[src/rtl/peribus_pkg.sv]
// peribus_pkg: shared FSM states, master count and address field layout for the peripheral bus arbiter.
package peribus_pkg;
   typedef enum logic [1:0] {IDLE, XFER, ACK} state_t;
   localparam int NUM_MASTERS = 2;
   localparam int ADDR_W = 4;
   localparam int PIDX_LSB = 2;
   localparam int PIDX_W = 2;
   localparam int OFS_LSB = 0;
   localparam int OFS_W = 2;
   function automatic logic [PIDX_W-1:0] periph_idx(input logic [ADDR_W-1:0] addr);
      return addr[PIDX_LSB +: PIDX_W];
   endfunction
   function automatic logic [OFS_W-1:0] reg_ofs(input logic [ADDR_W-1:0] addr);
      return addr[OFS_LSB +: OFS_W];
   endfunction
endpackage

[src/rtl/peribus_arbiter_if.sv]
// peribus_arbiter_if: master request/ack ports and peripheral strobe/data bus bundled for the arbiter.
interface peribus_arbiter_if
   import peribus_pkg::*;
#(
   parameter int NUM_PERIPH = 4,
   parameter int DATA_W = 16
);
   logic m0_req, m1_req, m0_we, m1_we, m0_ack, m1_ack;
   logic [ADDR_W-1:0] m0_addr, m1_addr;
   logic [DATA_W-1:0] m0_wdata, m1_wdata, m0_rdata, m1_rdata;
   logic [OFS_W-1:0] p_addr;
   logic [DATA_W-1:0] p_write_data;
   logic p_write_en, p_read_en;
   logic [NUM_PERIPH-1:0] p_chipselect;
   logic [NUM_PERIPH*DATA_W-1:0] p_read_data;
   modport slave (
      input  m0_req, m1_req, m0_we, m1_we, m0_addr, m1_addr, m0_wdata, m1_wdata, p_read_data,
      output m0_ack, m1_ack, m0_rdata, m1_rdata, p_addr, p_write_data, p_write_en, p_read_en, p_chipselect
   );
   modport master (
      output m0_req, m1_req, m0_we, m1_we, m0_addr, m1_addr, m0_wdata, m1_wdata, p_read_data,
      input  m0_ack, m1_ack, m0_rdata, m1_rdata, p_addr, p_write_data, p_write_en, p_read_en, p_chipselect
   );
endinterface

[src/rtl/peribus_arbiter_rr_arbiter.sv]
// rr_arbiter: 2-way round-robin picker; on contention the master not granted last wins.
module rr_arbiter
   import peribus_pkg::*;
(
   input  logic [NUM_MASTERS-1:0] req,
   input  logic                   last,
   output logic [NUM_MASTERS-1:0] grant
);
   always_comb grant = {req[1] & (!req[0] | !last), req[0] & (!req[1] | last)};
endmodule

[src/rtl/peribus_arbiter.sv]
// peribus_arbiter: two masters share one peripheral bus through an IDLE/XFER/ACK FSM.
// Every output is a register; the peripheral strobes exist only during the single XFER cycle.
module peribus_arbiter
   import peribus_pkg::*;
#(
   parameter int NUM_PERIPH = 4,
   parameter int DATA_W = 16
)(
   input logic clock,
   input logic reset_n,
   peribus_arbiter_if.slave bus
);
   state_t state;
   logic last, owner;
   logic [PIDX_W-1:0] pidx;
   logic [NUM_MASTERS-1:0] grant;
   logic we_w;
   logic [ADDR_W-1:0] addr_w;
   logic [DATA_W-1:0] wdata_w;
   logic [DATA_W-1:0] rd [NUM_PERIPH];
   rr_arbiter u_rr (.req({bus.m1_req, bus.m0_req}), .last(last), .grant(grant));
   assign we_w = grant[1] ? bus.m1_we : bus.m0_we;
   assign addr_w = grant[1] ? bus.m1_addr : bus.m0_addr;
   assign wdata_w = grant[1] ? bus.m1_wdata : bus.m0_wdata;
   for (genvar i = 0; i < NUM_PERIPH; i++) begin : g_rd
      assign rd[i] = bus.p_read_data[i*DATA_W +: DATA_W];
   end
   always_ff @(posedge clock or negedge reset_n)
      if (!reset_n) begin
         state <= IDLE;
         last <= 1'b1;
         owner <= 1'b0;
         pidx <= '0;
         bus.m0_ack <= 1'b0;
         bus.m1_ack <= 1'b0;
         bus.m0_rdata <= '0;
         bus.m1_rdata <= '0;
         bus.p_chipselect <= '0;
         bus.p_addr <= '0;
         bus.p_write_en <= 1'b0;
         bus.p_read_en <= 1'b0;
         bus.p_write_data <= '0;
      end else
         case (state)
            IDLE:
               if (|grant) begin
                  state <= XFER;
                  last <= grant[1];
                  owner <= grant[1];
                  pidx <= periph_idx(addr_w);
                  bus.p_chipselect <= NUM_PERIPH'(1) << periph_idx(addr_w);
                  bus.p_addr <= reg_ofs(addr_w);
                  bus.p_write_en <= we_w;
                  bus.p_read_en <= !we_w;
                  bus.p_write_data <= wdata_w;
               end
            XFER: begin
               state <= ACK;
               bus.m0_ack <= !owner;
               bus.m1_ack <= owner;
               // read data is captured on the same edge that drops the strobes
               if (bus.p_read_en && !owner) bus.m0_rdata <= rd[pidx];
               if (bus.p_read_en && owner) bus.m1_rdata <= rd[pidx];
               bus.p_chipselect <= '0;
               bus.p_addr <= '0;
               bus.p_write_en <= 1'b0;
               bus.p_read_en <= 1'b0;
               bus.p_write_data <= '0;
            end
            default: begin
               state <= IDLE;
               bus.m0_ack <= 1'b0;
               bus.m1_ack <= 1'b0;
            end
         endcase
endmodule

[src/flat_wrapper.sv]
// flat-port wrapper written by rule: the top's interface ports become plain ports
module peribus_arbiter_flat import peribus_pkg::*;
#(
   parameter int NUM_PERIPH = 4,
   parameter int DATA_W = 16
)
  (clock, reset_n, bus_m0_req, bus_m1_req, bus_m0_we, bus_m1_we, bus_m0_addr, bus_m1_addr, bus_m0_wdata, bus_m1_wdata, bus_p_read_data, bus_m0_ack, bus_m1_ack, bus_m0_rdata, bus_m1_rdata, bus_p_addr, bus_p_write_data, bus_p_write_en, bus_p_read_en, bus_p_chipselect);
  peribus_arbiter_if #(.NUM_PERIPH(NUM_PERIPH), .DATA_W(DATA_W)) bus_i ();
  input logic clock;
  input logic reset_n;
  input wire logic [$bits(bus_i.m0_req)-1:0] bus_m0_req;
  input wire logic [$bits(bus_i.m1_req)-1:0] bus_m1_req;
  input wire logic [$bits(bus_i.m0_we)-1:0] bus_m0_we;
  input wire logic [$bits(bus_i.m1_we)-1:0] bus_m1_we;
  input wire logic [$bits(bus_i.m0_addr)-1:0] bus_m0_addr;
  input wire logic [$bits(bus_i.m1_addr)-1:0] bus_m1_addr;
  input wire logic [$bits(bus_i.m0_wdata)-1:0] bus_m0_wdata;
  input wire logic [$bits(bus_i.m1_wdata)-1:0] bus_m1_wdata;
  input wire logic [$bits(bus_i.p_read_data)-1:0] bus_p_read_data;
  output wire logic [$bits(bus_i.m0_ack)-1:0] bus_m0_ack;
  output wire logic [$bits(bus_i.m1_ack)-1:0] bus_m1_ack;
  output wire logic [$bits(bus_i.m0_rdata)-1:0] bus_m0_rdata;
  output wire logic [$bits(bus_i.m1_rdata)-1:0] bus_m1_rdata;
  output wire logic [$bits(bus_i.p_addr)-1:0] bus_p_addr;
  output wire logic [$bits(bus_i.p_write_data)-1:0] bus_p_write_data;
  output wire logic [$bits(bus_i.p_write_en)-1:0] bus_p_write_en;
  output wire logic [$bits(bus_i.p_read_en)-1:0] bus_p_read_en;
  output wire logic [$bits(bus_i.p_chipselect)-1:0] bus_p_chipselect;
  assign bus_i.m0_req = bus_m0_req;
  assign bus_i.m1_req = bus_m1_req;
  assign bus_i.m0_we = bus_m0_we;
  assign bus_i.m1_we = bus_m1_we;
  assign bus_i.m0_addr = bus_m0_addr;
  assign bus_i.m1_addr = bus_m1_addr;
  assign bus_i.m0_wdata = bus_m0_wdata;
  assign bus_i.m1_wdata = bus_m1_wdata;
  assign bus_i.p_read_data = bus_p_read_data;
  assign bus_m0_ack = bus_i.m0_ack;
  assign bus_m1_ack = bus_i.m1_ack;
  assign bus_m0_rdata = bus_i.m0_rdata;
  assign bus_m1_rdata = bus_i.m1_rdata;
  assign bus_p_addr = bus_i.p_addr;
  assign bus_p_write_data = bus_i.p_write_data;
  assign bus_p_write_en = bus_i.p_write_en;
  assign bus_p_read_en = bus_i.p_read_en;
  assign bus_p_chipselect = bus_i.p_chipselect;
  peribus_arbiter #(.NUM_PERIPH(NUM_PERIPH), .DATA_W(DATA_W)) u_core (.clock(clock), .reset_n(reset_n), .bus(bus_i));
endmodule
[config.mk]
export PLATFORM = sky130hd
export DESIGN_NAME = peribus_arbiter_flat
export DESIGN_NICKNAME = d
export VERILOG_FILES = /design/src/rtl/peribus_pkg.sv /design/src/rtl/peribus_arbiter_if.sv /design/src/rtl/peribus_arbiter_rr_arbiter.sv /design/src/rtl/peribus_arbiter.sv /design/src/flat_wrapper.sv
export SDC_FILE = /design/constraint.sdc
export NUM_CORES = 1
export LEC_CHECK = 0
export CAP_MARGIN = 20
export CORE_MARGIN = 5
export CORE_UTILIZATION = 43
export CTS_CLUSTER_DIAMETER = 50
export DETAILED_ROUTE_END_ITERATION = 16
export HOLD_SLACK_MARGIN = 0.12
export PLACE_DENSITY = 0.84
export SLEW_MARGIN = 0
export SYNTH_ARGS = -nofsm -noshare
export SYNTH_HDL_FRONTEND = slang
export SYNTH_SLANG_ARGS = --single-unit
[constraint.sdc]
create_clock -name clock -period 3.35 [get_ports clock]
set_input_delay 0.67 -clock clock [delete_from_list [all_inputs] [get_ports clock]]
set_output_delay 0.67 -clock clock [all_outputs]
set_load 0.02 [all_outputs]
# Yosys cells after proc, flatten, opt, wreduce, memory -nomap -nowiden
# Index checks and enable logic that the tools add are counted.
[word_totals]
ff_bits = 64
input_bits = 110
[op_classes]
magnitude_cmp = 1
muxes = 20
n_eq_ne = 2
n_reduce_logical = 14
bitwise = 5
n_shift = 1
[op_table]
columns = ["cell", "n"]
rows = [
  ["$mux 16", 4],
  ["$bmux 16 s2", 1],
  ["$pmux 16 s2", 1],
  ["$mux 4", 2],
  ["$pmux 1 s2", 4],
  ["$pmux 2 s2", 2],
  ["$pmux 4 s2", 1],
  ["$reduce_and 2->1", 4],
  ["$logic_not 1->1", 5],
  ["$mux 2", 2],
  ["$shl 1x2->4 const A", 1],
  ["$ge 3x3->1 const B", 1],
  ["$mux 1", 3],
  ["$not 2->3", 1],
  ["$and 1x1->1", 2],
  ["$eq 2x1->1 const B", 1],
  ["$logic_and 1x1->1", 2],
  ["$logic_not 2->1", 1],
  ["$ne 2x1->1 const B", 1],
  ["$or 1x1->1", 2],
  ["$reduce_bool 2->1", 1],
  ["$reduce_or 2->1", 1],
]

# Depth between registers and ports, before layout
[depth]
word_depth = 7
ltp_mapped = 6

# Modules after synthesis
# From an unflattened synthesis, not the netlist that was laid out.
[hier_totals]
cells_unflattened = 217
area_unflattened_um2 = 3200.6
[modules_own_cells]
columns = ["module", "seq_area_each_um2", "area_per_inst_um2", "instances", "cells_per_inst"]
rows = [
  ["peribus_arbiter", 1602.8, 3181.8, 1, 214],
  ["rr_arbiter", 0.0, 18.8, 1, 3],
]

# Worst setup path after synthesis
# Ideal clock, no wire load.
[synth_path]
path_type = "input -> register"
startpoint = "in bus_m1_req"
endpoint = "reg u_core.bus.p_read_en"
arrival_time_ns = 1.633
setup_slack_ns = 1.597
cell_stages = 6
setup_ns = 0.120
required_ns = 3.230
n_path_buf = 3
path_cell_list = "or2_1 -> buf_2 -> and2_4 -> buf_6 -> buf_6 -> a31o_2"
[synth_between]
elab_chain_len = 6
word_cells_on_any_way = 11
classes_between = "eq/ne (1); mux (3); bitwise (3); reduce/logical (4)"
[synth_lines]
columns = ["element", "line_no", "rtl"]
rows = [
  ["start: declaration", "flat_wrapper.sv:12", "input wire logic [$bits(bus_i.m1_req)-1:0] bus_m1_req;"],
  ["$logic_not 1->1", "peribus_arbiter_rr_arbiter.sv:9", "always_comb grant = {req[1] & (!req[0] | !last), req[0] & (!req[1] | last)};"],
  ["$or 1x1->1", "peribus_arbiter_rr_arbiter.sv:9", ""],
  ["$and 1x1->1", "peribus_arbiter_rr_arbiter.sv:9", ""],
  ["$reduce_or 2->1", "peribus_arbiter.sv:46", "if (|grant) begin"],
  ["$ne 2x1->1 (no source line)", "--", ""],
  ["$reduce_and 2->1 (no source line)", "--", ""],
  ["end signal: assignment", "peribus_arbiter.sv:54", "bus.p_read_en <= !we_w;"],
  ["end: declaration", "peribus_arbiter_if.sv:18", "output m0_ack, m1_ack, m0_rdata, m1_rdata, p_addr, p_write_data, p_write_en, p_read_en, p_chipselect"],
]
# Parallel ways exist; a longest one is shown, timed or not. The select of a mux whose other input is x is not followed.
# A chain may end at the register's enable or synchronous reset.

# Final worst setup path
[layout_path]
startpoint = "reg u_core.pidx[0]"
endpoint = "reg u_core.bus.m1_rdata[15]"
[layout_between]
elab_chain_len = 4
[layout_lines]
columns = ["element", "line_no", "rtl"]
rows = [
  ["start: declaration", "peribus_arbiter.sv:15", "logic [PIDX_W-1:0] pidx;"],
  ["start signal: assignment", "peribus_arbiter.sv:50", "pidx <= periph_idx(addr_w);"],
  ["$not 2->3 (implied by the code)", "peribus_arbiter.sv:63", "if (bus.p_read_en && owner) bus.m1_rdata <= rd[pidx];"],
  ["$bmux 16 s2", "peribus_arbiter.sv:63", ""],
  ["$mux 16 (implied by the code) (2 in a row)", "peribus_arbiter.sv:63", ""],
  ["end signal: assignment", "peribus_arbiter.sv:63", ""],
  ["end: declaration", "peribus_arbiter_if.sv:18", ""],
]
# Every way passes these cells. The select of a mux whose other input is x is not followed.

==> impl_results.md <==
- Starting Density: 0.433
- Total gr overflow: 0
- Area grow syn2layout: 57.4%
- H-tree depth: 3
- Dpl hpwl: ~7.2 mm
- Synth top area cells: dfrtp_1, mux2_2, mux4_2
- Nets: 516
- 1st-iter DRT viols: 83
- Number of global-route vias before repair: 2893
- Final period util: 0.631
- Initial antenna violation count: 0
- Die area: ~9500 um2
- CTS buffer count: 9
- Outcome: complete, no violations
- Worst path bufs/invs: 0
- Slowest Stage Delay on Critical Path: 0.98 ns
- Die Ht: between 90 and 100 um
- CP startpoint: u_core.pidx[0]$_DFFE_PN0P_
- Row cnt: 32
- Cell with the most instances after synthesis: dfrtp_1
- Ys flop type: dfrtp_1
- Cell Count Post-Placement: 497
- Clk_skew: 0.00539 ns
- Largest delay share family, worst path: multiplexers
- Setup TNS: 0 ns
- EDFF count, synth: 0
- Power Density: 906 nW/um2
- Synth cell types: 34
- Seq/Total Area, Yosys: 0.486
- Post-synth top area cell: dfrtp_1
- Core ar.: 7610 um2
- R2R setup slack: approximately 1.2 ns
- Largest net degree at the start of global routing: 34
- RR Endpoint: u_core.bus.m1_rdata[15]$_DFFE_PN0P_
- Critical Setup Path Class: reg2reg
- Worst skew pair latency: 0.33 ns
- Net Count, Synth: 353
- Gate power share: 0.529
- Reg clk slew, reported paths: about 0.070 ns
- Crit start category: register
- Antenna cells: 0
- Via count: 2697
- Drt drc: 0
- Area of the mapped netlist: 3300 um2
- RSZ-0062 raised after global routing: false
- Final hold vios: 0
- Achievable frequency: 473 MHz
- Fill count: between 500 and 600
- Data arrival, critical path: around 2.3 ns
- Synthesized flop and latch total: 64
- YS warnings: 0
- Critical Path Sink Type: register
- First-pass detailed-route iteration total: 4
- Max-Cap Viols: 0
- Post-Route WL: 9.38 mm
- First-pass GRT wire length: 15.3 mm
- Setup ws final: 1.24 ns
- CP required: 3.57 ns
- Critical Path Fanout Max: 17
- LEAKAGE: 2.14 nW
- CTS Hold Bufs: 0
- Post-cts repair resize count: 0
- Post-synthesis async set-or-reset flop share: 1.00
- R2R cell count: 2
- Slowest-stage cell, CP: dfrtp_1
- HP Class: in2async
- Sink Count: between 60 and 70
- Worst rel slew slack: 0.349
- Port bufs: 167
- Clock share of power: 0.155
- Tmin final: between 2 and 2.5 ns
- Root buf cell: clkbuf_8
- Finish-stage setup viols: 0
- Finished Layout Cells: 513
- Top cell type's share of synthesized area: 0.478
- GRT Util Overall: 0.200
- Syn Inst Count: 243
- Final Max Slew Viols: 0
- CTS tree: built
- Share of cells above drive strength 1: 0.187
- Critical-path cell list: mux4_1 -> mux2_2
- Final GP Congestion: 0.847
- Wirelength per Cell: 18.3 um
- CTS Buffer Depth: 2
- Ports: 168
- Reg-to-Reg Start: u_core.pidx[0]$_DFFE_PN0P_
- Vias per cell: 5.26
- Internal: 0.00293 W
- Die W: 97.5 um
- Most frequent cells after synthesis: dfrtp_1, nand2_1, mux2_2, mux2i_1, a21oi_1
- Pre-CTS setup slack: 0.975 ns
- Syn avg cell area: 13.6 um2
- Final ANT Viol Nets: 0
- Setup Buffers After CTS: 0
- Peak supply drop: 0.000433 V
- Sequential power share: 0.315
- Switch Pwr: 0.00177 W
- Worst-Margin Slew: 0.977 ns
- Switching share of power: 0.377
==> power by group through the flow <==
stage | registers [W] | clock network, W | logic [W]
floorplan | 0.00180 | 0 | 0.00119
CTS | 0.00149 | 0.000746 | 0.00252
detailed placement | 0.00150 | 0 | 0.00251
global placement | 0.00147 | 0 | 0.00246
finish | 0.00148 | 0.000731 | 0.00249
global route | 0.00154 | 0.000786 | 0.00265
==> state kept, by name, summed over array words and instances (netlist names) <==
register                 flops
u_core.last                  1
u_core.bus.m0_ack            1
u_core.bus.p_read_en         1
u_core.bus.m1_rdata         16
u_core.pidx                  2
u_core.bus.p_write_data     16
u_core.state                 2
u_core.bus.p_write_en        1
u_core.bus.m0_rdata         16
u_core.bus.p_addr            2
u_core.bus.m1_ack            1
u_core.owner                 1
u_core.bus.p_chipselect      4
==> how the worst max path moves through the flow <==
stage                                             endpoint  slack [ns]  depth (start not counted)
global route            u_core.bus.m0_rdata[2]$_DFFE_PN0P_        1.12                          2
global placement    u_core.bus.p_chipselect[0]$_DFFE_PN0P_        1.04                          4
finish                 u_core.bus.m1_rdata[15]$_DFFE_PN0P_        1.24                          2
floorplan                 u_core.bus.p_read_en$_DFFE_PN0P_        1.60                          6
CTS                    u_core.bus.m1_rdata[15]$_DFFE_PN0P_        1.20                          2
detailed placement  u_core.bus.p_chipselect[2]$_DFFE_PN0P_        0.98                          4
==> kinds of logic after synthesis <==
logic type      Yosys count  share of synthesized area
flops                    64                      0.486
mux                      68                      0.298
buf+inv                  22                     0.0497
compound gates           39                     0.0930
simple gates             50                     0.0733
==> final cells by class <==
cell class / instances / area (um2) / share of cell area
timing repair buffer: 171 / 1700 / 0.327
sequential: 64 / 1600 / 0.309
multi-input combinational: 157 / 1530 / 0.295
clock buffer: 11 / 141 / 0.0272
tap: 102 / 128 / 0.0246
clock inverter: 5 / 80.1 / 0.0154
inverter: 3 / 11.3 / 0.00217
==> per-stage QoR <==
stage | total power, W | utilization | area, um2 | hold WS, ns
after global routing | 0.00497 | 0.682 | 5190 | 0.431
after CTS | 0.00475 | 0.682 | 5190 | 0.396
after detailed placement | 0.00401 | 0.653 | 4970 | 0.474
after global placement | 0.00394 | 0.653 | 4970 | 0.453
final | 0.00470 | 0.682 | 5190 | 0.374
after floorplan | 0.00299 | - | 3300 | 0.374
==> metal layers <==
metal,GRT usage,up-vias,share of wire
met5,0,-,0
met1,0.241,1316,0.40
met4,0.0596,0,0.010
met3,0.0653,9,0.081
li1,-,1242,-
met2,0.341,130,0.51
==> worst register-to-register path, delay by kind of cell (launching register included) <==
kind | cells | cell delay, ns
flops | 1 | 0.98
mux | 2 | 1.01
==> cell usage in the layout (no fill, tap or decap), drive strengths merged, types with 4 or more instances in the layout <==
cell type,count
a21oi,17
a311oi,14
buf,5
clkbuf,11
clkdlybuf4s50,166
dfrtp,63
mux2,32
mux2i,20
mux4,16
nand2,34
nand3b,4
Power figures use the tool's default switching activity.
==> variant: new RTL, same settings <==
`NUM_PERIPH` is set to 4 in 3 places; all go to 8.
--- a/src/rtl/peribus_arbiter_if.sv
+++ b/src/rtl/peribus_arbiter_if.sv
@@ -2,7 +2,7 @@
 interface peribus_arbiter_if
    import peribus_pkg::*;
 #(
-   parameter int NUM_PERIPH = 4,
+   parameter int NUM_PERIPH = 8,
    parameter int DATA_W = 16
 );
    logic m0_req, m1_req, m0_we, m1_we, m0_ack, m1_ack;
--- a/src/rtl/peribus_arbiter.sv
+++ b/src/rtl/peribus_arbiter.sv
@@ -3,7 +3,7 @@
 module peribus_arbiter
    import peribus_pkg::*;
 #(
-   parameter int NUM_PERIPH = 4,
+   parameter int NUM_PERIPH = 8,
    parameter int DATA_W = 16
 )(
    input logic clock,
--- a/src/flat_wrapper.sv
+++ b/src/flat_wrapper.sv
@@ -1,7 +1,7 @@
 // flat-port wrapper written by rule: the top's interface ports become plain ports
 module peribus_arbiter_flat import peribus_pkg::*;
 #(
-   parameter int NUM_PERIPH = 4,
+   parameter int NUM_PERIPH = 8,
    parameter int DATA_W = 16
 )
   (clock, reset_n, bus_m0_req, bus_m1_req, bus_m0_we, bus_m1_we, bus_m0_addr, bus_m1_addr, bus_m0_wdata, bus_m1_wdata, bus_p_read_data, bus_m0_ack, bus_m1_ack, bus_m0_rdata, bus_m1_rdata, bus_p_addr, bus_p_write_data, bus_p_write_en, bus_p_read_en, bus_p_chipselect);
Interface: changed (resized bus_p_chipselect and bus_p_read_data); port bits go from 168 to 236. No check against the original RTL was run, so the function may have changed too.
==> variant against the unedited design <==
Sequential cell count stayed put; count of clock-buffer cells in the layout is 3 higher; routed wire length is 2.8% higher; core utilization is 1.4 points higher; setup slack worse by 11 ps; area after synthesis is 0.72% lower; total power is 3.4% lower; design area is 1.6% lower; highest routed layer unchanged.
==> variant: results (changes against the unedited design) <==
Final layout
  – Nets: 581 (was 516)
  – Antenna diodes: 0 (unchanged)
  – Layout cells sized above 1: 17.1% (was 18.7%)
  – Fillers: 524 (was 599)

Setup path
  – Critical Path Fanout Max: 26 (was 17)
  – CP max stage cell: clkdlybuf4s50_1 (was dfrtp_1)
  – Max incr delay on CP: 540 ps (was 980 ps)
  – Critical path arrival: 2370 ps (was 2330 ps)

Status
  – Status: completed (unchanged)

GRT
  – Initial antenna violation count: 0 (unchanged)
  – Vias in the first global route: 2872 (was 2893)
  – Total GRT Usage: 20.1% (was 20.0%)
  – GR Layer Usage met3: 9.33% (was 6.53%)
  – Met1 usage: 22.7% (was 24.1%)
  – First-pass GRT wire length: 15.1 mm (was 15.3 mm)
  – M2 GR Usage: 33.8% (was 34.1%)

Placement
  – Gp weighted congestion: 0.862 (was 0.847)
  – Inst Count DP: 495 (was 497)
  – Dpl hpwl: 7.19 mm (was 7.16 mm)
  – Dpl ws: 877 ps (was 975 ps)
  – Placed cell area: 4930 um^2 (was 4970 um^2)

Yosys
  – Seq/Total Area, Yosys: 49.0% (was 48.6%)
  – Cells after Synth: 245 (was 243)
  – Synth top area cells: dfrtp_1 48%, mux2_2 7.9%, mux4_2 7.6% (was dfrtp_1 48%, mux2_2 7.5%, mux4_2 6.8%)
  – Post-synth top cells: 63 x dfrtp_1, 32 x nand2_1, 24 x mux2i_1 (was 63 x dfrtp_1, 34 x nand2_1, 22 x mux2_2)
  – Post-synth top flop: dfrtp_1 (unchanged)
  – Synth cell types: 34 (unchanged)
  – FFs w/ async S/R, synth: 100% (unchanged)

STA
  – Slew @ Worst Pin: 785 ps (was 977 ps)
  – Final Skew: 4.97 ps (was 5.39 ps)

Detailed routing
  – Via density: 5.26 (about the same)
  – Via count: 2677 (was 2697)
  – DR iter-0 viols: 47 (was 83)
  – DR WL/cell: 18.9 um (was 18.3 um)
  – WL met3: 1.02 mm (was 760 um)
  – WL met1: 3.83 mm (was 3.77 mm)
  – Met2 WL post-DR: 4.63 mm (was 4.75 mm)

Power and ir drop
  – Cell internal pwr: 2.79 mW (was 2.93 mW)
  – Maximum VDD drop: 0.425 mV (was 0.433 mV)
  – Leak: 2.14 nW (about the same)

CTS
  – H-Tree Depth: 3 (unchanged)
  – CTS max path bufs: 2 (unchanged)
  – PostCTS Resize Cnt: 0 (unchanged)
  – Clk_lat worst skew: 330 ps (about the same)
==> variant: critical path, delay by kind of cell <==
family,cells,cell delay (ps)
simple gates,2,240
mux,1,270
buf+inv,3,1190
==> variant: power groups by stage <==
| stage | clock network, mW | logic (mW) | registers, mW |
|---|---|---|---|
| global placement | 0 | 2.43 | 1.46 |
| global route | 0.648 | 2.62 | 1.53 |
| CTS | 0.605 | 2.50 | 1.48 |
| detailed placement | 0 | 2.48 | 1.48 |
| finish | 0.594 | 2.47 | 1.47 |
| floorplan | 0 | 1.12 | 1.80 |
==> variant: area by class of cell <==
cell class                      instances  area (um^2)  area share, %
Tap cell                               99          124           2.43
Inverter                                3         11.3          0.221
Timing Repair Buffer                  170         1690           33.1
Sequential cell                        64         1600           31.4
Clock buffer                           14          173           3.38
Multi-Input combinational cell        159         1500           29.5
==> variant: cells by family after synthesis <==
family                 after synthesis  synth area share [%]
muxes                               73                  31.4
buffers and inverters               25                  5.39
DFF                                 64                  49.0
other                                1                 0.115
AOI/OAI and AO/OA                   33                  6.88
and+or+nand+nor                     49                  7.19
==> variant: final timing paths <==
| kind | end | depth (start not counted) | from | slack [ps] |
|---|---|---|---|---|
| max | u_core.bus.p_write_data[15] | 6 | bus_m0_req | 1220 |
| min | u_core.bus.m0_rdata[0] | 1 | reset_n | 370 |
| max reg2reg | u_core.bus.m1_rdata[7] | 3 | u_core.pidx[0] | 1220 |
| min reg2reg | u_core.bus.m0_ack | 1 | u_core.state[1] | 490 |
| max in group asynchronous | u_core.bus.m0_rdata[5] | 2 | reset_n | 2080 |
| min in group clock | u_core.bus.m0_ack | 1 | u_core.state[1] | 490 |
